**src/rtl/wb_arbiter_rr.sv**
```systemverilog
`default_nettype none
// ============================================================================
//  Module   : wb_arbiter_rr
//  Purpose  : N-master to 1-slave Wishbone B3 arbiter with registered
//             round-robin fairness, direct grant handover on release,
//             grant/busy export and an optional bus-hang watchdog.
//  Options  : WB_ARB_TIMEOUT_EN - enables the watchdog that errors out a
//             transfer after TIMEOUT unanswered strobe cycles.
//  Revision : 1.0 - initial release
// ============================================================================
module wb_arbiter_rr #(
   parameter int dw          = 32,
   parameter int aw          = 32,
   parameter int NUM_MASTERS = 2,
   parameter int TIMEOUT     = 255
) (
   input  logic                      clk_i,
   input  logic                      rst_ni,
   // master side (packed, master k at slice k)
   input  logic [aw*NUM_MASTERS-1:0] wbm_adr_i,
   input  logic [dw*NUM_MASTERS-1:0] wbm_dat_i,
   input  logic [4*NUM_MASTERS-1:0]  wbm_sel_i,
   input  logic [NUM_MASTERS-1:0]    wbm_we_i,
   input  logic [NUM_MASTERS-1:0]    wbm_cyc_i,
   input  logic [NUM_MASTERS-1:0]    wbm_stb_i,
   input  logic [3*NUM_MASTERS-1:0]  wbm_cti_i,
   input  logic [2*NUM_MASTERS-1:0]  wbm_bte_i,
   output logic [dw*NUM_MASTERS-1:0] wbm_dat_o,
   output logic [NUM_MASTERS-1:0]    wbm_ack_o,
   output logic [NUM_MASTERS-1:0]    wbm_err_o,
   output logic [NUM_MASTERS-1:0]    wbm_rty_o,
   // slave side
   output logic [aw-1:0]             wbs_adr_o,
   output logic [dw-1:0]             wbs_dat_o,
   output logic [3:0]                wbs_sel_o,
   output logic                      wbs_we_o,
   output logic                      wbs_cyc_o,
   output logic                      wbs_stb_o,
   output logic [2:0]                wbs_cti_o,
   output logic [1:0]                wbs_bte_o,
   input  logic [dw-1:0]             wbs_dat_i,
   input  logic                      wbs_ack_i,
   input  logic                      wbs_err_i,
   input  logic                      wbs_rty_i,
   // status
   output logic [NUM_MASTERS-1:0]    grant_o,
   output logic                      busy_o
);

   localparam int c_idx_w = (NUM_MASTERS > 1) ? $clog2(NUM_MASTERS) : 1;
   localparam int c_sum_w = c_idx_w + 1;

   typedef enum logic [0:0] {
      ST_IDLE = 1'b0,
      ST_BUSY = 1'b1
   } state_t;

   state_t                   r_state, w_state_next;
   logic [NUM_MASTERS-1:0]   r_grant, w_grant_next, w_pick_onehot;
   logic [c_idx_w-1:0]       r_last_grant, w_last_next, w_start, w_pick_idx;
   logic [c_sum_w-1:0]       w_cand;
   logic                     w_pick_found;
   logic                     w_granted_cyc;
   logic                     w_timeout;

   logic [aw-1:0]            w_adr;
   logic [dw-1:0]            w_dat;
   logic [3:0]               w_sel;
   logic                     w_we, w_cyc, w_stb;
   logic [2:0]               w_cti;
   logic [1:0]               w_bte;

   // Search starts one past the last grant so the previous owner is looked at last
   always_comb begin
      if (r_last_grant == c_idx_w'(NUM_MASTERS - 1)) begin
         w_start = '0;
      end else begin
         w_start = r_last_grant + c_idx_w'(1);
      end
   end

   // Rotating first-requester search, wrapping modulo NUM_MASTERS
   always_comb begin
      w_pick_found = 1'b0;
      w_pick_idx   = '0;
      w_cand       = '0;
      for (int i = 0; i < NUM_MASTERS; i++) begin
         w_cand = {1'b0, w_start} + c_sum_w'(i);
         if (w_cand >= c_sum_w'(NUM_MASTERS)) begin
            w_cand = w_cand - c_sum_w'(NUM_MASTERS);
         end
         if (!w_pick_found && wbm_cyc_i[w_cand[c_idx_w-1:0]]) begin
            w_pick_found = 1'b1;
            w_pick_idx   = w_cand[c_idx_w-1:0];
         end
      end
   end

   // One-hot form of the arbitration winner
   always_comb begin
      w_pick_onehot = '0;
      for (int k = 0; k < NUM_MASTERS; k++) begin
         w_pick_onehot[k] = w_pick_found && (w_pick_idx == c_idx_w'(k));
      end
   end

   assign w_granted_cyc = |(r_grant & wbm_cyc_i);

   // Next-state logic: grant from IDLE, hand over directly on release in BUSY
   always_comb begin
      w_state_next = r_state;
      w_grant_next = r_grant;
      w_last_next  = r_last_grant;
      case (r_state)
         ST_IDLE: begin
            if (w_pick_found) begin
               w_state_next = ST_BUSY;
               w_grant_next = w_pick_onehot;
               w_last_next  = w_pick_idx;
            end
         end
         ST_BUSY: begin
            if (!w_granted_cyc) begin
               if (w_pick_found) begin
                  w_grant_next = w_pick_onehot;
                  w_last_next  = w_pick_idx;
               end else begin
                  w_state_next = ST_IDLE;
                  w_grant_next = '0;
               end
            end
         end
         default: begin
            w_state_next = ST_IDLE;
            w_grant_next = '0;
         end
      endcase
   end

   // State, grant and rotation pointer registers
   always_ff @(posedge clk_i) begin
      if (!rst_ni) begin
         r_state      <= ST_IDLE;
         r_grant      <= '0;
         r_last_grant <= c_idx_w'(NUM_MASTERS - 1);
      end else begin
         r_state      <= w_state_next;
         r_grant      <= w_grant_next;
         r_last_grant <= w_last_next;
      end
   end

   // Request mux: all-zero when nothing is granted
   always_comb begin
      w_adr = '0;
      w_dat = '0;
      w_sel = '0;
      w_we  = 1'b0;
      w_cyc = 1'b0;
      w_stb = 1'b0;
      w_cti = '0;
      w_bte = '0;
      for (int k = 0; k < NUM_MASTERS; k++) begin
         if (r_grant[k]) begin
            w_adr = wbm_adr_i[k*aw +: aw];
            w_dat = wbm_dat_i[k*dw +: dw];
            w_sel = wbm_sel_i[k*4 +: 4];
            w_we  = wbm_we_i[k];
            w_cyc = wbm_cyc_i[k];
            w_stb = wbm_stb_i[k];
            w_cti = wbm_cti_i[k*3 +: 3];
            w_bte = wbm_bte_i[k*2 +: 2];
         end
      end
   end

`ifdef WB_ARB_TIMEOUT_EN
   localparam int c_wdog_w = $clog2(TIMEOUT + 1);

   logic [c_wdog_w-1:0] r_wdog;

   assign w_timeout = (|r_grant) && (r_wdog == c_wdog_w'(TIMEOUT));

   // Count unanswered strobe cycles; any response, idle strobe or expiry clears
   always_ff @(posedge clk_i) begin
      if (!rst_ni) begin
         r_wdog <= '0;
      end else if (w_timeout || !wbs_stb_o || wbs_ack_i || wbs_err_i || wbs_rty_i) begin
         r_wdog <= '0;
      end else begin
         r_wdog <= r_wdog + c_wdog_w'(1);
      end
   end
`else
   assign w_timeout = 1'b0;
`endif

   // On expiry the slave sees the cycle withdrawn while the master gets err
   assign wbs_adr_o = w_adr;
   assign wbs_dat_o = w_dat;
   assign wbs_sel_o = w_sel;
   assign wbs_we_o  = w_we;
   assign wbs_cyc_o = w_cyc & ~w_timeout;
   assign wbs_stb_o = w_stb & w_cyc & ~w_timeout;
   assign wbs_cti_o = w_cti;
   assign wbs_bte_o = w_bte;

   // Responses only count while the granted master is strobing
   assign wbm_ack_o = r_grant & {NUM_MASTERS{wbs_ack_i & wbs_stb_o}};
   assign wbm_err_o = r_grant & {NUM_MASTERS{(wbs_err_i & wbs_stb_o) | w_timeout}};
   assign wbm_rty_o = r_grant & {NUM_MASTERS{wbs_rty_i & wbs_stb_o}};
   assign wbm_dat_o = {NUM_MASTERS{wbs_dat_i}};

   assign grant_o = r_grant;
   assign busy_o  = (r_state == ST_BUSY);

endmodule
`default_nettype wire

```
**config.mk**
```make
export PLATFORM = sky130hd
export DESIGN_NAME = wb_arbiter_rr
export DESIGN_NICKNAME = d
export VERILOG_FILES = /design/src/rtl/wb_arbiter_rr.sv
export SDC_FILE = /design/constraint.sdc
export NUM_CORES = 1
export LEC_CHECK = 0
export BUFFER_PORTS_ARGS = -buffer_cell sky130_fd_sc_hd__buf_2
export CAP_MARGIN = 20
export CORE_AREA = 2 2 130 132
export DETAILED_ROUTE_END_ITERATION = 8
export DIE_AREA = 0 0 132 134
export SLEW_MARGIN = 25
export SYNTH_ARGS = -nofsm -noshare
export SYNTH_HDL_FRONTEND = slang
export SYNTH_SLANG_ARGS = --single-unit
```
**constraint.sdc**
```tcl
create_clock -name clk_i -period 1 [get_ports clk_i]
set_input_delay 0 -clock clk_i [delete_from_list [all_inputs] [get_ports clk_i]]
set_output_delay 0 -clock clk_i [all_outputs]
set_load 0.02 [all_outputs]
```
==> flow_summary.yaml, run 1 <==
final_layout:
  fill_cells: 1782
  fin_nets: 578
  register_area_um2: 92.6
  antennaDiodeCount: 0
  layout-drive-gt1-share_pct: 84.0
  fin_cells: 608
  multi_input_area_mm2: 0.00121
  area_delta_synth_final_pct: 134
place:
  place_congestion: 0.756
  pre_cts_ws_ps: -207
  numPortBuffers: 241
  dp.final_hpwl_mm: 8.07
  place_inst: 596
clock_network:
  cts_tree: "done"
  postCtsHoldBufs: 0
  clock_sinks: 4
  cts_root_buf: "clkbuf_16"
  clock_latency_ps: 230
  clk_pin_slew_worst_paths_ps: 30
  cts_buffers: 3
  clk_path_buf_depth: 2
  h-tree-depth: 1
route:
  routed_wl_mm: 9.94
  drt_first_pass_iters: 4
  route.detailed.drc: 0
  routed_via_density: 3.77
  initialDrtViolationCount: 51
  num_vias: 2292
  wl_per_cell_um: 16.3
  ant_nets: 0
floorplanning:
  die_y_um: 134
  core_area_mm2: 0.0163
  start_util_pct: 9.51
  die-area_mm2: 0.0177
  ioPinCount: 338
  num_rows: 47
  die_w_um: 132
setup_path:
  cp_max_fo: 5
  path_class: "flop to output pin"
  end_kind: "output pin"
  timing.rr.start: "grant_o[1]"
  startpoint: "grant_o[0]"
  crit_required_ps: 1000
  critPathArrivalTime_ps: 1380
  start_kind: "flop"
logic_synthesis:
  syn_inst: 194
  yosysWarningCount: 0
  syn_area_per_cell_um2: 7.98
  ys_types: 23
  syn_nets: 383
  ys_ff_latch: 4
  syn_area_mm2: 0.00155
  seq_area_frac_synth_pct: 5.17
min_path:
  hold_class: "primary input to output pin"
  hold_start: "wbs_dat_i[4]"
global_routing:
  grt_pass1_vias: 2199
  overflow: 0
  antenna_found_initial: 1
  grt_pass1_wl_mm: 12.9
  grtUsageTotal_pct: 9.44
  grt_max_degree: 35
run_status:
  violations: "negative setup slack"
  status: "complete, but fails checks"
timing:
  drv_slew: 0
  worst_slack_ps: -377
  max_freq_mhz: 726
  hold_viol: 0
  rsz0062_at_grt: "yes"
  tightest_slew_ps: 252
  tns_ps: -26900
  min_period_over_period_pct: 138
  skew_ps: 2.19
  setup_viol: 85
  relSlewSlack_pct: 83.2
  fin_crit_ps: 1380
flow_run:
  maxCapViolations: 0
pwr:
  ir_worst_vdd_uv: 446
  p_per_area_mw_per_mm2: 888
  p_leak_nw: 1.97
==> where the power goes <==
group	internal, W	total, W	switching [W]
sequential	0.000174	0.000190	0.0000165
clock	0.000527	0.000645	0.000118
combinational	0.00128	0.00238	0.00111
==> cells in the mapped netlist <==
| cell | instances | area (µm²) |
|---|---|---|
| buf_6 | 5 | 56.3 |
| a21o_1 | 1 | 7.51 |
| clkbuf_1 | 4 | 15.0 |
| a221o_1 | 1 | 10.0 |
| buf_4 | 65 | 488 |
| a22o_1 | 74 | 648 |
| and2_1 | 6 | 37.5 |
| inv_1 | 1 | 3.75 |
| nand2_1 | 8 | 30.0 |
| o21a_1 | 2 | 15.0 |
| dfxtp_1 | 4 | 80.1 |
| a31o_2 | 2 | 17.5 |
| o2bb2ai_1 | 1 | 8.76 |
| a31oi_1 | 2 | 12.5 |
| nor2b_4 | 1 | 13.8 |
| and3b_1 | 1 | 8.76 |
| nand2b_1 | 2 | 12.5 |
| and3_1 | 1 | 6.26 |
| a41o_1 | 1 | 10.0 |
| a21bo_1 | 1 | 10.0 |
| nor2_1 | 2 | 7.51 |
| buf_2 | 8 | 40.0 |
| mux2i_1 | 1 | 10.0 |
==> routing by layer <==
layer  part of all wire, %  global-route usage (%)  wire [µm]  vias to the layer above
met3                   7.6                    1.97        751                       39
met2                    54                    18.4       5380                      165
li1                      -                       -          -                     1063
met5                     0                       0          0                        -
met1                    35                    9.73       3470                     1025
met4                   3.4                    3.93        338                        0
==> flip-flops by register name, indices dropped and copies added, names as in the netlist <==
name / count
r_last_grant: 1
busy_o: 1
grant_o: 2
==> stage by stage <==
stage	utilization [%]	hold WS (ps)	power, W	cell area [µm²]
2_1_floorplan	-	113	0.00163	1820
6_report	22.3	0.00978	0.00322	3620
3_3_place_gp	17.8	0.211	0.00207	2900
3_5_place_dp	17.8	0.211	0.00208	2900
4_1_cts	20.7	0.211	0.00304	3370
5_1_grt	22.3	0.0457	0.00338	3620
==> layout make-up <==
cell class	count	share of cell area, %
clock buffer	4	2.17
inverter	1	0.104
tap	220	7.59
timing repair buffer	272	54.1
sequential	4	2.55
multi-input combinational	107	33.5
==> critical path: stages, from the launching register on <==
cell,delay [ps]
dfxtp_4,330
nor2b_4,130
buf_4,160
clkbuf_16,160
a22o_4,240
buf_6,130
==> path summary, 6_finish.rpt <==
path | slack (ps) | cells past startpoint | end
setup / recovery | -380 | 5 | wbs_adr_o[22]
setup reg to reg | -90 | 3 | r_last_grant
hold reg to reg | 590 | 2 | r_last_grant
hold / removal | 0.01 | 0 | wbm_dat_o[4]
==> repair_timing <==
action,4_1_cts,5_1_grt
setup buffers,4,1
gates cloned,0,4
endpoints found under the setup margin,86,86
pin swaps,14,4
gates resized for setup,114,43
==> layout by cell type, fill, tap and decap left out <==
cell and instances:
a41o_1 1, nand2b_1 2, nand2_1 5, inv_1 1, buf_12 4, clkbuf_16 6
a22o_1 36, buf_4 39, o21a_1 2, a22o_4 38, nor2_1 2, buf_2 165
a21bo_1 1, a31oi_1 2, a31o_2 2, dfxtp_2 1, o2bb2ai_1 1, buf_6 61
nor2b_4 1, dfxtp_4 3, and3_1 1, clkbuf_1 1, a221o_1 1, a21o_1 1
and2_1 3, mux2i_1 1, and3b_1 1, nand2_2 3, and2_4 3
==> logic make-up (layout without fill, tap and decap cells) <==
group	count (synthesis)	after routing	share of synthesized area, %
buf+inv	83	277	38.9
compound gates	85	85	47.7
flops	4	4	5.17
simple gates	21	21	7.51
mux	1	1	0.646
Note: power is estimated with default switching activity, not from simulation.
==> inputs of run 2 (changes only) <==
--- a/config.mk
+++ b/config.mk
@@ -10,6 +10,8 @@
 export CORE_AREA = 2 2 130 132
 export DETAILED_ROUTE_END_ITERATION = 8
 export DIE_AREA = 0 0 132 134
+export REMOVE_ABC_BUFFERS = 1
+export SETUP_SLACK_MARGIN = 0.1
 export SLEW_MARGIN = 25
 export SYNTH_ARGS = -nofsm -noshare
 export SYNTH_HDL_FRONTEND = slang
==> run 2 against run 1 <==
Against the previous run: the run still ends with negative setup slack left; first-iteration DRC count up 88%; critical path depth unchanged; clock power shrank 3%; non-clock buffer count shrank 5; die area unchanged; cell count down 0.99%; maximum frequency rose by 0.66%; setup slack improved by 9.1 ps.
==> flow_summary.yaml, run 2 (synthesis gave the netlist of run 1 again) <==
place:
  dp.final_hpwl_mm: 9.21
  place_congestion: 0.799
  numPortBuffers: 241
setup_path:
  path_class: "flop to output pin"
  cp_max_fo: 23
  r2r_end: "r_last_grant"
  startpoint: "grant_o[1]"
  start_kind: "flop"
  critPathSlowestCell: "dfxtp_4"
  end_kind: "output pin"
  r2r_slack_ps: -210
  critPathArrivalTime_ps: 1370
  critPathMaxStageDelay_ps: 360
  timing.rr.start: "grant_o[1]"
  crit_required_ps: 1000
  path_cells: "nor2b_4 -> buf_4 -> buf_12 -> a22o_1 -> buf_6"
  reg2reg_depth: 4
route:
  num_vias: 2417
  route.detailed.drc: 0
  routed_via_density: 4.01
  wl_per_cell_um: 20.0
  ant_nets: 0
  drt_first_pass_iters: 4
  initialDrtViolationCount: 96
  routed_wl_mm: 12.0
clock_network:
  h-tree-depth: 1
  clock_sinks: 4
  cts_root_buf: "clkbuf_16"
  clock_latency_ps: 220
  postCtsHoldBufs: 0
  clk_path_buf_depth: 2
  cts_tree: "done"
  cts_buffers: 3
  clk_pin_slew_worst_paths_ps: 30
floorplanning:
  start_util_pct: 9.51
  die_y_um: 134
  ioPinCount: 338
  die_w_um: 132
  num_rows: 47
  die-area_mm2: 0.0177
  core_area_mm2: 0.0163
timing:
  fin_crit_ps: 1370
  drv_slew: 0
  relSlewSlack_pct: 91.3
  hold_viol: 0
  rsz0062_at_grt: "yes"
  tns_ps: -27160
  setup_viol: 86
  worst_slack_ps: -368
  max_freq_mhz: 731
  min_period_over_period_pct: 137
  skew_ps: 0.209
  fin_hold_ws_ps: 0.165
  tightest_slew_ps: 127
final_layout:
  largest_reg_flops: 2
  fill_cells: 1849
  register_area_um2: 88.8
  fin_util_pct: 20.4
  fin_nets: 573
  layout-drive-gt1-share_pct: 75.1
  layout_commonest_cell: "buf_2"
  area_delta_synth_final_pct: 115
  layout_common_cells: "165 x buf_2, 69 x a22o_1, 49 x buf_4"
  multi_input_area_um2: 938
  antennaDiodeCount: 0
global_routing:
  grtUsageTotal_pct: 11.9
  overflow: 0
  grt_pass1_wl_mm: 15.4
  grt_max_degree: 39
  antenna_found_initial: 1
  grt_pass1_vias: 2318
min_path:
  min_delay_path_depth: 0
  hold_class: "primary input to output pin"
  hold_start: "wbs_dat_i[17]"
  worstHoldEndpoint: "wbm_dat_o[49]"
run_status:
  violations: "negative setup slack"
  status: "complete, but fails checks"
pwr:
  p_leak_nw: 1.79
  ir_worst_vdd_uv: 637
  p_per_area_mw_per_mm2: 900
  power_w: 0.00300
flow_run:
  maxCapViolations: 0
-- run 2: changes by cell type in the layout (fill, tap and decap cells not counted), sizes merged --
cell / change
clkbuf: -1
buf: -5
-- run 2: worst max-delay path by stage --
stage	end	slack (ps)	cells past startpoint
after floorplan	wbs_stb_o	-1800	2
after global placement	wbs_dat_o[9]	-220	4
after detailed placement	wbs_dat_o[9]	-240	4
after CTS	wbs_dat_o[8]	-390	5
after global routing	wbs_adr_o[12]	-440	5
final	wbs_sel_o[2]	-370	5
-- run 2: layout make-up --
cell class	count	share of cell area [%]
Timing Repair Buffer	267	58.5
Multi-Input combinational cell	107	28.2
Tap cell	220	8.27
Sequential cell	4	2.67
Clock buffer	3	2.25
Inverter	1	0.113
-- run 2: timing repair --
item / in CTS / in global routing
cloned: 4 / 3
endpoints found under the setup margin: 87 / 86
resized for setup: 131 / 9
pin swaps: 9 / 9
setup buffers: 6 / 0
-- run 2: power breakdown --
| group | internal (W) | switching (W) |
|---|---|---|
| Sequential | 0.000174 | 0.0000171 |
| Clock | 0.000511 | 0.000115 |
| Combinational | 0.00115 | 0.00103 |
-- run 2: worst max-delay path: cells and delay by family, from the launching register on --
family | cells | cell delay, ps
AND/OR/NAND/NOR | 1 | 170
buffers and inverters | 3 | 420
flip-flops | 1 | 360
AO/OA/AOI/OAI | 1 | 170
-- run 2: layer usage --
metal	part of all wire [%]	global-route usage, %
met5	0.63	3.61
met4	0.058	0.362
met3	17	10.1
met2	41	16.6
met1	41	14.5
-- run 2: metrics by stage --
stage	std cells	cell area, µm²	setup WS [ps]
2_1_floorplan	112	950	-1800
3_3_place_gp	586	2580	-219
3_5_place_dp	586	2580	-243
4_1_cts	599	3220	-386
5_1_grt	602	3330	-435
6_report	602	3330	-368
==> inputs of run 3 (changes only) <==
--- a/config.mk
+++ b/config.mk
@@ -16,3 +16,4 @@
 export SYNTH_ARGS = -nofsm -noshare
 export SYNTH_HDL_FRONTEND = slang
 export SYNTH_SLANG_ARGS = --single-unit
+export TNS_END_PERCENT = 10
==> run 3 against run 2 <==
Against the previous run: the flow still finishes with violations (negative setup slack); wire length shrank 0.12%; critical path depth is the same; sequential power barely moved; highest routed layer unchanged.
==> flow_summary.yaml, run 3 (synthesis gave the netlist of run 1 again) <==
route:
  num_vias: 2365
  routed_wl_mm: 12.0
  drt_first_pass_iters: 4
  initialDrtViolationCount: 88
  wl_per_cell_um: 20.0
  routed_via_density: 3.95
  route.detailed.drc: 0
  ant_nets: 0
clock_network:
  clock_sinks: 4
  cts_root_buf: "clkbuf_16"
  postCtsHoldBufs: 0
  cts_tree: "done"
  clk_pin_slew_worst_paths_ps: 30
  clock_latency_ps: 220
  cts_buffers: 3
  h-tree-depth: 1
  clk_path_buf_depth: 2
setup_path:
  end_kind: "output pin"
  crit_required_ps: 1000
  crit_buf_inv: 3
  critPathTopFamily: "buffers and inverters"
  timing.rr.start: "grant_o[1]"
  path_cells: "nor2b_4 -> buf_12 -> clkbuf_16 -> a22o_4 -> buf_6"
  r2r_end: "r_last_grant"
  cp_max_fo: 8
  critPathSlowestCell: "dfxtp_2"
  path_class: "flop to output pin"
  start_kind: "flop"
  critPathMaxStageDelay_ps: 310
  reg2reg_depth: 4
  critPathArrivalTime_ps: 1350
  r2r_slack_ps: -200
global_routing:
  grtUsageTotal_pct: 11.9
  grt_pass1_vias: 2288
  overflow: 0
  grt_max_degree: 39
  grt_pass1_wl_mm: 15.3
  met2_usage_pct: 16.4
  antenna_found_initial: 1
  busiest_layer: "met2"
  met3_usage_pct: 9.98
  grt_use_met1_pct: 14.4
timing:
  hold_viol: 0
  skew_ps: 1.30
  fin_crit_ps: 1350
  min_period_over_period_pct: 135
  max_freq_mhz: 739
  tightest_slew_ps: 179
  relSlewSlack_pct: 88.1
  setup_viol: 86
  drv_slew: 0
  worst_slack_ps: -352
  rsz0062_at_grt: "yes"
final_layout:
  layout-drive-gt1-share_pct: 73.9
  area_delta_synth_final_pct: 115
  layout_common_cells: "161 x buf_2, 69 x a22o_1, 61 x buf_6"
  antennaDiodeCount: 0
  fin_cells: 599
  largest_reg_flops: 2
  fin_util_pct: 20.5
  layout_commonest_cell: "buf_2"
  fin_nets: 570
min_path:
  hold_class: "primary input to output pin"
  worstHoldEndpoint: "wbm_dat_o[49]"
  hold_start: "wbs_dat_i[17]"
  min_delay_path_depth: 0
place:
  dp.final_hpwl_mm: 9.21
  place_inst: 586
  place_congestion: 0.799
  numPortBuffers: 241
pwr:
  p_per_area_mw_per_mm2: 907
  ir_worst_vdd_uv: 644
  power_w: 0.00303
  p_leak_nw: 1.77
floorplanning:
  num_rows: 47
  ioPinCount: 338
  die_w_um: 132
  core_area_mm2: 0.0163
  die_y_um: 134
  start_util_pct: 9.51
  die-area_mm2: 0.0177
run_status:
  status: "complete, but fails checks"
  violations: "negative setup slack"
flow_run:
  maxCapViolations: 0
==> run 3: cell types whose count changed in the layout (fill, tap and decap cells not counted) <==
| cell | before | now |
|---|---|---|
| nand2_4 | 1 | 0 |
| buf_2 | 165 | 161 |
| buf_8 | 2 | 1 |
| buf_16 | 4 | 3 |
| and2_4 | 3 | 1 |
| buf_4 | 49 | 31 |
| nand2_1 | 5 | 7 |
| dfxtp_2 | 1 | 2 |
| nand2_2 | 2 | 1 |
| dfxtp_4 | 2 | 1 |
| buf_6 | 39 | 61 |
| and2_1 | 3 | 5 |
| clkbuf_16 | 6 | 5 |
==> run 3: cell type report <==
class / instances / area, µm²
Multi-Input combinational cell: 107 / 923
Clock buffer: 3 / 75.1
Inverter: 1 / 3.75
Timing Repair Buffer: 264 / 1970
Tap cell: 220 / 275
Sequential cell: 4 / 86.3
Fill cell: 1830 / 13000
==> run 3: metrics by stage <==
step           setup WS, ps  setup TNS [ps]  instance area (µm²)  hold WS [ps]
6_report               -352          -26670                 3340         0.166
3_5_place_dp           -243           -9480                 2580         0.258
5_1_grt                -425          -32030                 3340         0.212
4_1_cts                -386          -26900                 3150         0.258
2_1_floorplan         -1800         -146360                  950             0
3_3_place_gp           -219           -8080                 2580         0.258
==> run 3: what timing repair did <==
action                     in CTS  in global routing
setup endpoints to repair      87                 86
pin swaps                      13                 31
buffers inserted                5                  0
cloned                          3                  2
gates resized for setup       122                 35
==> run 3: how the worst max path moves through the flow <==
stage / startpoint / end / slack (ps) / depth (start not counted)
finish: grant_o[0] / wbs_sel_o[1] / -350 / 5
global route: grant_o[1] / wbs_dat_o[8] / -430 / 5
CTS: grant_o[1] / wbs_dat_o[8] / -390 / 5
detailed placement: grant_o[1] / wbs_dat_o[9] / -240 / 4
global placement: grant_o[1] / wbs_dat_o[9] / -220 / 4
floorplan: grant_o[1] / wbs_stb_o / -1800 / 2
==> run 3: power breakdown <==
group	total (W)	leakage (nW)	internal, W	switching, W
Sequential	0.000191	0.0344	0.000175	0.0000160
Combinational	0.00221	1.70	0.00117	0.00104
Clock	0.000623	0.0370	0.000511	0.000112
Total	0.00303	1.77	0.00186	0.00117
==> run 3: per-layer routing <==
| metal | wire [µm] | vias to the layer above |
|---|---|---|
| li1 | - | 1046 |
| met3 | 2120 | 6 |
| met5 | 76 | - |
| met4 | 23 | 4 |
| met1 | 4830 | 1062 |
| met2 | 4950 | 247 |
